## src/rtl/dvi_pkg.sv

```systemverilog
// Shared definitions for the DVI raster sequencer: FSM encoding, control-word
// levels and the default 640x480@60 timing set.
package dvi_pkg;

  typedef enum logic [1:0] {
    ST_IDLE  = 2'd0,
    ST_RUN   = 2'd1,
    ST_DRAIN = 2'd2
  } seq_state_t;

  localparam int CNT_W = 10;

  localparam logic [1:0] CTRL_IDLE = 2'b00;

  localparam int DEF_H_ACTIVE = 640;
  localparam int DEF_H_FP     = 16;
  localparam int DEF_H_SYNC   = 96;
  localparam int DEF_H_BP     = 48;
  localparam int DEF_V_ACTIVE = 480;
  localparam int DEF_V_FP     = 10;
  localparam int DEF_V_SYNC   = 2;
  localparam int DEF_V_BP     = 33;

  // Sync pin level for an asserted/deasserted pulse of the given polarity.
  function automatic logic sync_level(input logic asserted, input logic pol);
    return asserted ? pol : ~pol;
  endfunction

endpackage

```

## src/rtl/dvi_delay_line.sv

```systemverilog
// Fixed-depth shift register that retimes the raster flags to the pixel data.
module dvi_delay_line #(
  parameter int DEPTH = 2,
  parameter int WIDTH = 3
) (
  input  logic             i_clk,
  input  logic             i_rst_n,
  input  logic [WIDTH-1:0] din,
  output logic [WIDTH-1:0] dout
);

  logic [WIDTH-1:0] sr [DEPTH];

  always_ff @(posedge i_clk or negedge i_rst_n) begin
    if (!i_rst_n) begin
      for (int i = 0; i < DEPTH; i++) sr[i] <= '0;
    end else begin
      sr[0] <= din;
      for (int i = 1; i < DEPTH; i++) sr[i] <= sr[i-1];
    end
  end

  assign dout = sr[DEPTH-1];

endmodule

```

## src/rtl/dvi_timing_sequencer.sv

```systemverilog
// Raster counter and sequencing FSM for the DVI output; issues pixel requests
// and produces de/sync aligned to the pixel source latency.
//
// state    | meaning
// IDLE     | counters parked at (0,0), no requests
// RUN      | free-running raster
// DRAIN    | run disabled, finishing the current frame
module dvi_timing_sequencer
  import dvi_pkg::*;
#(
  parameter int   H_ACTIVE = DEF_H_ACTIVE,
  parameter int   H_FP     = DEF_H_FP,
  parameter int   H_SYNC   = DEF_H_SYNC,
  parameter int   H_BP     = DEF_H_BP,
  parameter int   V_ACTIVE = DEF_V_ACTIVE,
  parameter int   V_FP     = DEF_V_FP,
  parameter int   V_SYNC   = DEF_V_SYNC,
  parameter int   V_BP     = DEF_V_BP,
  parameter logic H_POL    = 1'b0,
  parameter logic V_POL    = 1'b0,
  parameter int   PIX_LAT  = 2
) (
  input  logic             i_clk,
  input  logic             i_rst_n,
  input  logic             i_en,
  output logic             o_req,
  output logic [CNT_W-1:0] o_sx,
  output logic [CNT_W-1:0] o_sy,
  output logic             o_de,
  output logic [1:0]       o_ctrl0,
  output logic [1:0]       o_ctrl1,
  output logic [1:0]       o_ctrl2,
  output logic             o_frame,
  output logic             o_busy
);

  localparam int H_TOTAL = H_ACTIVE + H_FP + H_SYNC + H_BP;
  localparam int V_TOTAL = V_ACTIVE + V_FP + V_SYNC + V_BP;

  if (H_TOTAL > 1024 || V_TOTAL > 1024) begin : g_total_check
    $error("dvi_timing_sequencer: raster totals exceed 10-bit counters");
  end
  if (PIX_LAT < 1 || PIX_LAT > 8) begin : g_lat_check
    $error("dvi_timing_sequencer: PIX_LAT outside 1..8");
  end

  localparam logic [CNT_W-1:0] H_LAST = CNT_W'(H_TOTAL - 1);
  localparam logic [CNT_W-1:0] V_LAST = CNT_W'(V_TOTAL - 1);
  localparam logic [CNT_W:0]   H_ACT  = (CNT_W+1)'(H_ACTIVE);
  localparam logic [CNT_W:0]   V_ACT  = (CNT_W+1)'(V_ACTIVE);
  localparam logic [CNT_W:0]   HS_ON  = (CNT_W+1)'(H_ACTIVE + H_FP);
  localparam logic [CNT_W:0]   HS_OFF = (CNT_W+1)'(H_ACTIVE + H_FP + H_SYNC);
  localparam logic [CNT_W:0]   VS_ON  = (CNT_W+1)'(V_ACTIVE + V_FP);
  localparam logic [CNT_W:0]   VS_OFF = (CNT_W+1)'(V_ACTIVE + V_FP + V_SYNC);

  seq_state_t       state_q, state_d;
  logic [CNT_W-1:0] h_q, v_q;
  logic [CNT_W:0]   h_x, v_x;
  logic             at_end, running;
  logic             act_c, hs_c, vs_c, frame_c;
  logic             hs_r, vs_r;
  logic             de_d, hs_d, vs_d;

  assign h_x     = {1'b0, h_q};
  assign v_x     = {1'b0, v_q};
  assign at_end  = (h_q == H_LAST) && (v_q == V_LAST);
  assign running = (state_q != ST_IDLE);

  always_ff @(posedge i_clk or negedge i_rst_n) begin
    if (!i_rst_n) state_q <= ST_IDLE;
    else          state_q <= state_d;
  end

  always_comb begin
    state_d = state_q;
    case (state_q)
      ST_IDLE:  if (i_en) state_d = ST_RUN;
      ST_RUN:   if (!i_en) state_d = ST_DRAIN;
      ST_DRAIN: begin
        if (i_en)        state_d = ST_RUN;
        else if (at_end) state_d = ST_IDLE;
      end
      default:  state_d = ST_IDLE;
    endcase
  end

  // Counters only move outside IDLE, so the first RUN cycle always sees (0,0).
  always_ff @(posedge i_clk or negedge i_rst_n) begin
    if (!i_rst_n) begin
      h_q <= '0;
      v_q <= '0;
    end else if (!running) begin
      h_q <= '0;
      v_q <= '0;
    end else if (h_q == H_LAST) begin
      h_q <= '0;
      v_q <= (v_q == V_LAST) ? '0 : v_q + 10'd1;
    end else begin
      h_q <= h_q + 10'd1;
    end
  end

  assign act_c   = running && (h_x < H_ACT) && (v_x < V_ACT);
  assign hs_c    = running && (h_x >= HS_ON) && (h_x < HS_OFF);
  assign vs_c    = running && (v_x >= VS_ON) && (v_x < VS_OFF);
  assign frame_c = running && (h_q == '0) && (v_q == '0);

  always_ff @(posedge i_clk or negedge i_rst_n) begin
    if (!i_rst_n) begin
      o_req   <= 1'b0;
      o_sx    <= '0;
      o_sy    <= '0;
      o_frame <= 1'b0;
      hs_r    <= 1'b0;
      vs_r    <= 1'b0;
    end else begin
      o_req   <= act_c;
      o_sx    <= h_q;
      o_sy    <= v_q;
      o_frame <= frame_c;
      hs_r    <= hs_c;
      vs_r    <= vs_c;
    end
  end

  // Syncs share the de delay so their edges keep the same offset to o_req.
  dvi_delay_line #(
    .DEPTH(PIX_LAT),
    .WIDTH(3)
  ) u_align (
    .i_clk  (i_clk),
    .i_rst_n(i_rst_n),
    .din    ({o_req, hs_r, vs_r}),
    .dout   ({de_d, hs_d, vs_d})
  );

  assign o_de    = de_d;
  assign o_ctrl0 = {sync_level(vs_d, V_POL), sync_level(hs_d, H_POL)};
  assign o_ctrl1 = CTRL_IDLE;
  assign o_ctrl2 = CTRL_IDLE;
  assign o_busy  = running;

endmodule
```

## config.mk

```make
export PLATFORM = sky130hd
export DESIGN_NAME = dvi_timing_sequencer
export DESIGN_NICKNAME = d
export VERILOG_FILES = /design/src/rtl/dvi_pkg.sv /design/src/rtl/dvi_delay_line.sv /design/src/rtl/dvi_timing_sequencer.sv
export SDC_FILE = /design/constraint.sdc
export NUM_CORES = 1
export LEC_CHECK = 0
export ABC_AREA = 1
export BUFFER_PORTS_ARGS = -buffer_cell sky130_fd_sc_hd__buf_2
export CAP_MARGIN = 20
export CORE_AREA = 2 2 71 73
export CTS_BUF_LIST = sky130_fd_sc_hd__clkbuf_16
export CTS_CLUSTER_SIZE = 14
export DETAILED_ROUTE_END_ITERATION = 8
export DIE_AREA = 0 0 73 75
export HOLD_SLACK_MARGIN = 0.02
export PLACE_DENSITY = 0.78
export SETUP_SLACK_MARGIN = 0.3
export SLEW_MARGIN = 20
export SYNTH_ARGS = -nofsm -noshare
export SYNTH_HDL_FRONTEND = slang
export SYNTH_SLANG_ARGS = --single-unit
```

## constraint.sdc

```tcl
create_clock -name i_clk -period 1.28 [get_ports i_clk]
set_input_delay 0.064 -clock i_clk [delete_from_list [all_inputs] [get_ports i_clk]]
set_output_delay 0.064 -clock i_clk [all_outputs]
set_load 0.05 [all_outputs]
```

==> reports/metrics.yaml <==
run_status:
  status: "finished, violations left"
  violations: "setup timing"
power:
  vdd_ir_drop_max_mv: 0.639
  leakage_nw: 1.72
  powerDensity_mw_per_mm2: 1150
  totalPowerFinal_mw: 3.72
logic_synthesis:
  synth.lib_cells_used.distinct: 25
  syn_area_per_cell_um2: 9.09
  synth_top_cells_by_area: "sky130_fd_sc_hd__dfrtp_1, sky130_fd_sc_hd__nand2_1, sky130_fd_sc_hd__inv_1, sky130_fd_sc_hd__nor2_1, sky130_fd_sc_hd__nand3_2"
  yosysSeqAreaShare: 0.564
  yosysWarningCount: 0
  netlist_instances: 254
  synth_top_area_cell: "sky130_fd_sc_hd__dfrtp_1"
  synth.ff_latch_count: 52
  yosysTopAreaCellShare: 0.564
  synth_area_mm2: 0.00231
floorplan:
  io_pins: 33
  die_height_um: 75
  die_outline_area_mm2: 0.00548
  width_of_the_chip_um: 73
  fp.coreArea_mm2: 0.00466
  floorplan.initialDensity: 0.495
  placementRows: 25
sta:
  layout_setup_ws_ns: -0.105
  drv_slew: 0
  final.period_utilization: 1.08
  fmax_mhz: 722
  finalWorstPathRequiredPeriod_ns: 1.39
  rsz0062_at_grt: "yes"
  finalSetupViolations: 18
  fin_skew_ns: 0.00718
  finalHoldViolCount: 0
critical_path:
  family_with_the_most_delay_on_the_worst_path: "simple AND/OR/NAND/NOR gates"
  crit_required_ns: 1.45
  critPathSlowestCell: "sky130_fd_sc_hd__dfrtp_1"
  timing.critical_path.to_type: "flop"
  worst-path-buf-inv: 0
  reg2reg_setup_slack_ns: -0.11
  critPathMaxStageDelay_ns: 0.40
  crit_type: "reg -> reg"
  startpoint_type_of_the_worst_setup_path: "flop"
  crit_path_max_fanout: 5
  worst-endpoint-arrival_ns: 1.55
  critical_path.cell_chain: "ha_4, nand2_4, nor2_4, nand4_4, nor2_1, a21oi_1"
clocking:
  cts.sink_count: 52
  root_buffer: "sky130_fd_sc_hd__clkbuf_16"
  worstSkewPairLatency_ns: 0.29
  cts_inserted_buffers: 5
  clock_path_buffers: 2
  tritoncts: "yes"
  htree_num_levels: 2
  path_clk_slew_ns: 0.07
finish:
  multi_input_area_um2: 990
  num-nets-final: 337
  filler_cell_count: 297
  seq_area_mm2: 0.00131
  final_core_util: 0.696
  num_antenna_cells: 0
  areaGrowthSynthToFinish_pct: 40.5
  drive_gt1_frac: 0.405
global_route:
  grt.met2_usage: 0.386
  global_route_wire_length_before_repair_mm: 9.13
  largest_net_degree_at_the_start_of_global_routing: 53
  first_global_vias: 1901
  grt.overflow.total: 0
  grt-busiest-layer: "met2"
  global_route.usage.met3: 0.0281
  grtUsageMet1: 0.278
  grt_antenna_before_repair: 0
  grt_usage: 0.220
routing:
  detail-route-antenna-nets: 0
  route.detailed.drc: 0
  first_iter_violations: 158
  route.detailed.vias_per_inst: 5.41
  route.final.wire_length_mm: 5.81
  num_vias: 2082
  avg_wl_per_cell_um: 15.1
  detail_route.first_pass.iterations: 5
placement:
  place_hpwl_mm: 3.43
  routabilityCongestion: 0.856
  numPortBuffers: 28
hold_path:
  min-delay-path-class: "in -> async"
flow_run:
  max_cap_violations: 0
[cell families (layout without fill, tap and decap cells)]
logic type,after synthesis,in the layout,share of synthesized area
buf+inv,44,118,0.0845
xor+xnor,1,1,0.00379
fa+ha+maj,4,4,0.0217
simple gates,146,146,0.311
compound gates,6,6,0.0135
flops,52,52,0.564
other cells,1,4,0.00162
[final timing paths]
| check | end | from | cells after the start |
|---|---|---|---|
| max | state_q[1]$_DFFE_PN0P_ | h_q[0]$_DFF_PN0_ | 6 |
| min | o_sx[1]$_DFF_PN0_ | i_rst_n | 3 |
| max reg2reg | state_q[1]$_DFFE_PN0P_ | h_q[0]$_DFF_PN0_ | 6 |
| min reg2reg | u_align.sr[4]$_DFF_PN0_ | hs_r$_DFF_PN0_ | 0 |
| max in group asynchronous | v_q[9]$_DFFE_PN0P_ | i_rst_n | 3 |
| min in group i_clk | u_align.sr[4]$_DFF_PN0_ | hs_r$_DFF_PN0_ | 0 |
[placed cells by master (no fill, tap or decap), types with 7 or more instances in the layout]
cell	netlist	final
sky130_fd_sc_hd__nand4_1	12	12
sky130_fd_sc_hd__nand3_2	10	10
sky130_fd_sc_hd__nor2_2	5	8
sky130_fd_sc_hd__buf_4	5	34
sky130_fd_sc_hd__nor2_1	29	20
sky130_fd_sc_hd__buf_6	1	8
sky130_fd_sc_hd__buf_2	3	25
sky130_fd_sc_hd__nand3_1	17	17
sky130_fd_sc_hd__dfrtp_1	52	47
sky130_fd_sc_hd__nor2_4	1	7
sky130_fd_sc_hd__nand2_1	62	55
sky130_fd_sc_hd__inv_1	31	29
[final cells by class]
class / count / share of cell area
clock inverter: 3 / 0.00463
inverter: 35 / 0.0413
timing repair buffer: 75 / 0.187
sequential: 52 / 0.403
tap: 54 / 0.0208
multi-input combinational: 161 / 0.305
clock buffer: 5 / 0.0386
[synthesized netlist by cell type (all sizes together)]
cell type and n:
a21oi 3, dfrtp 52, conb 1, nand3 27
nor2 35, inv 35, xor2 1, nor3 6
ha 4, o21ai 2, a31oi 1, nor4 1
nor3b 1, nand4 14, nand2 62, buf 9
[stage by stage]
step	cell area [µm²]	worst slack, ns	instances	hold WS (ns)	TNS [ns]
2_1_floorplan	2330	-0.0196	257	-0.232	-0.186
3_3_place_gp	2720	-0.0259	359	0.0659	-0.0897
3_5_place_dp	2720	-0.0522	359	0.0735	-0.469
4_1_cts	3090	0.00534	378	0.304	0
5_1_grt	3240	-0.154	385	0.323	-2.29
6_report	3240	-0.105	385	0.278	-1.08
[what timing repair did]
item,CTS,global route
endpoints found under the hold margin,53,0
buffers inserted,9,7
pin swaps,12,12
resized for setup,34,24
setup endpoints to repair,27,27
hold buffers,2,0
gates cloned,0,0
[flip-flops by register name, indices dropped and copies added, names as in the netlist]
register and flops:
h_q 10, hs_r 1, o_frame 1, o_req 1, o_sx 10, o_sy 10, state_q 2, u_align.dout 3
u_align.sr 3, v_q 10, vs_r 1
[where the power goes]
part | internal (mW) | switching, mW | total, mW
Clock | 0.710 | 0.553 | 1.26
Combinational | 0.264 | 0.430 | 0.694
Sequential | 1.72 | 0.0444 | 1.76
[worst min-delay path, cell delays in order]
cell                            delay [ns]
sky130_fd_sc_hd__dlygate4sd3_1        0.52
sky130_fd_sc_hd__buf_2                0.12
sky130_fd_sc_hd__buf_12               0.25
[metal layers]
metal | share of wire | vias to the layer above
li1 | - | 953
met1 | 0.41 | 1007
met2 | 0.51 | 105
met3 | 0.058 | 17
met4 | 0.018 | 0
met5 | 0 | -
(Power assumes the default switching activity.)
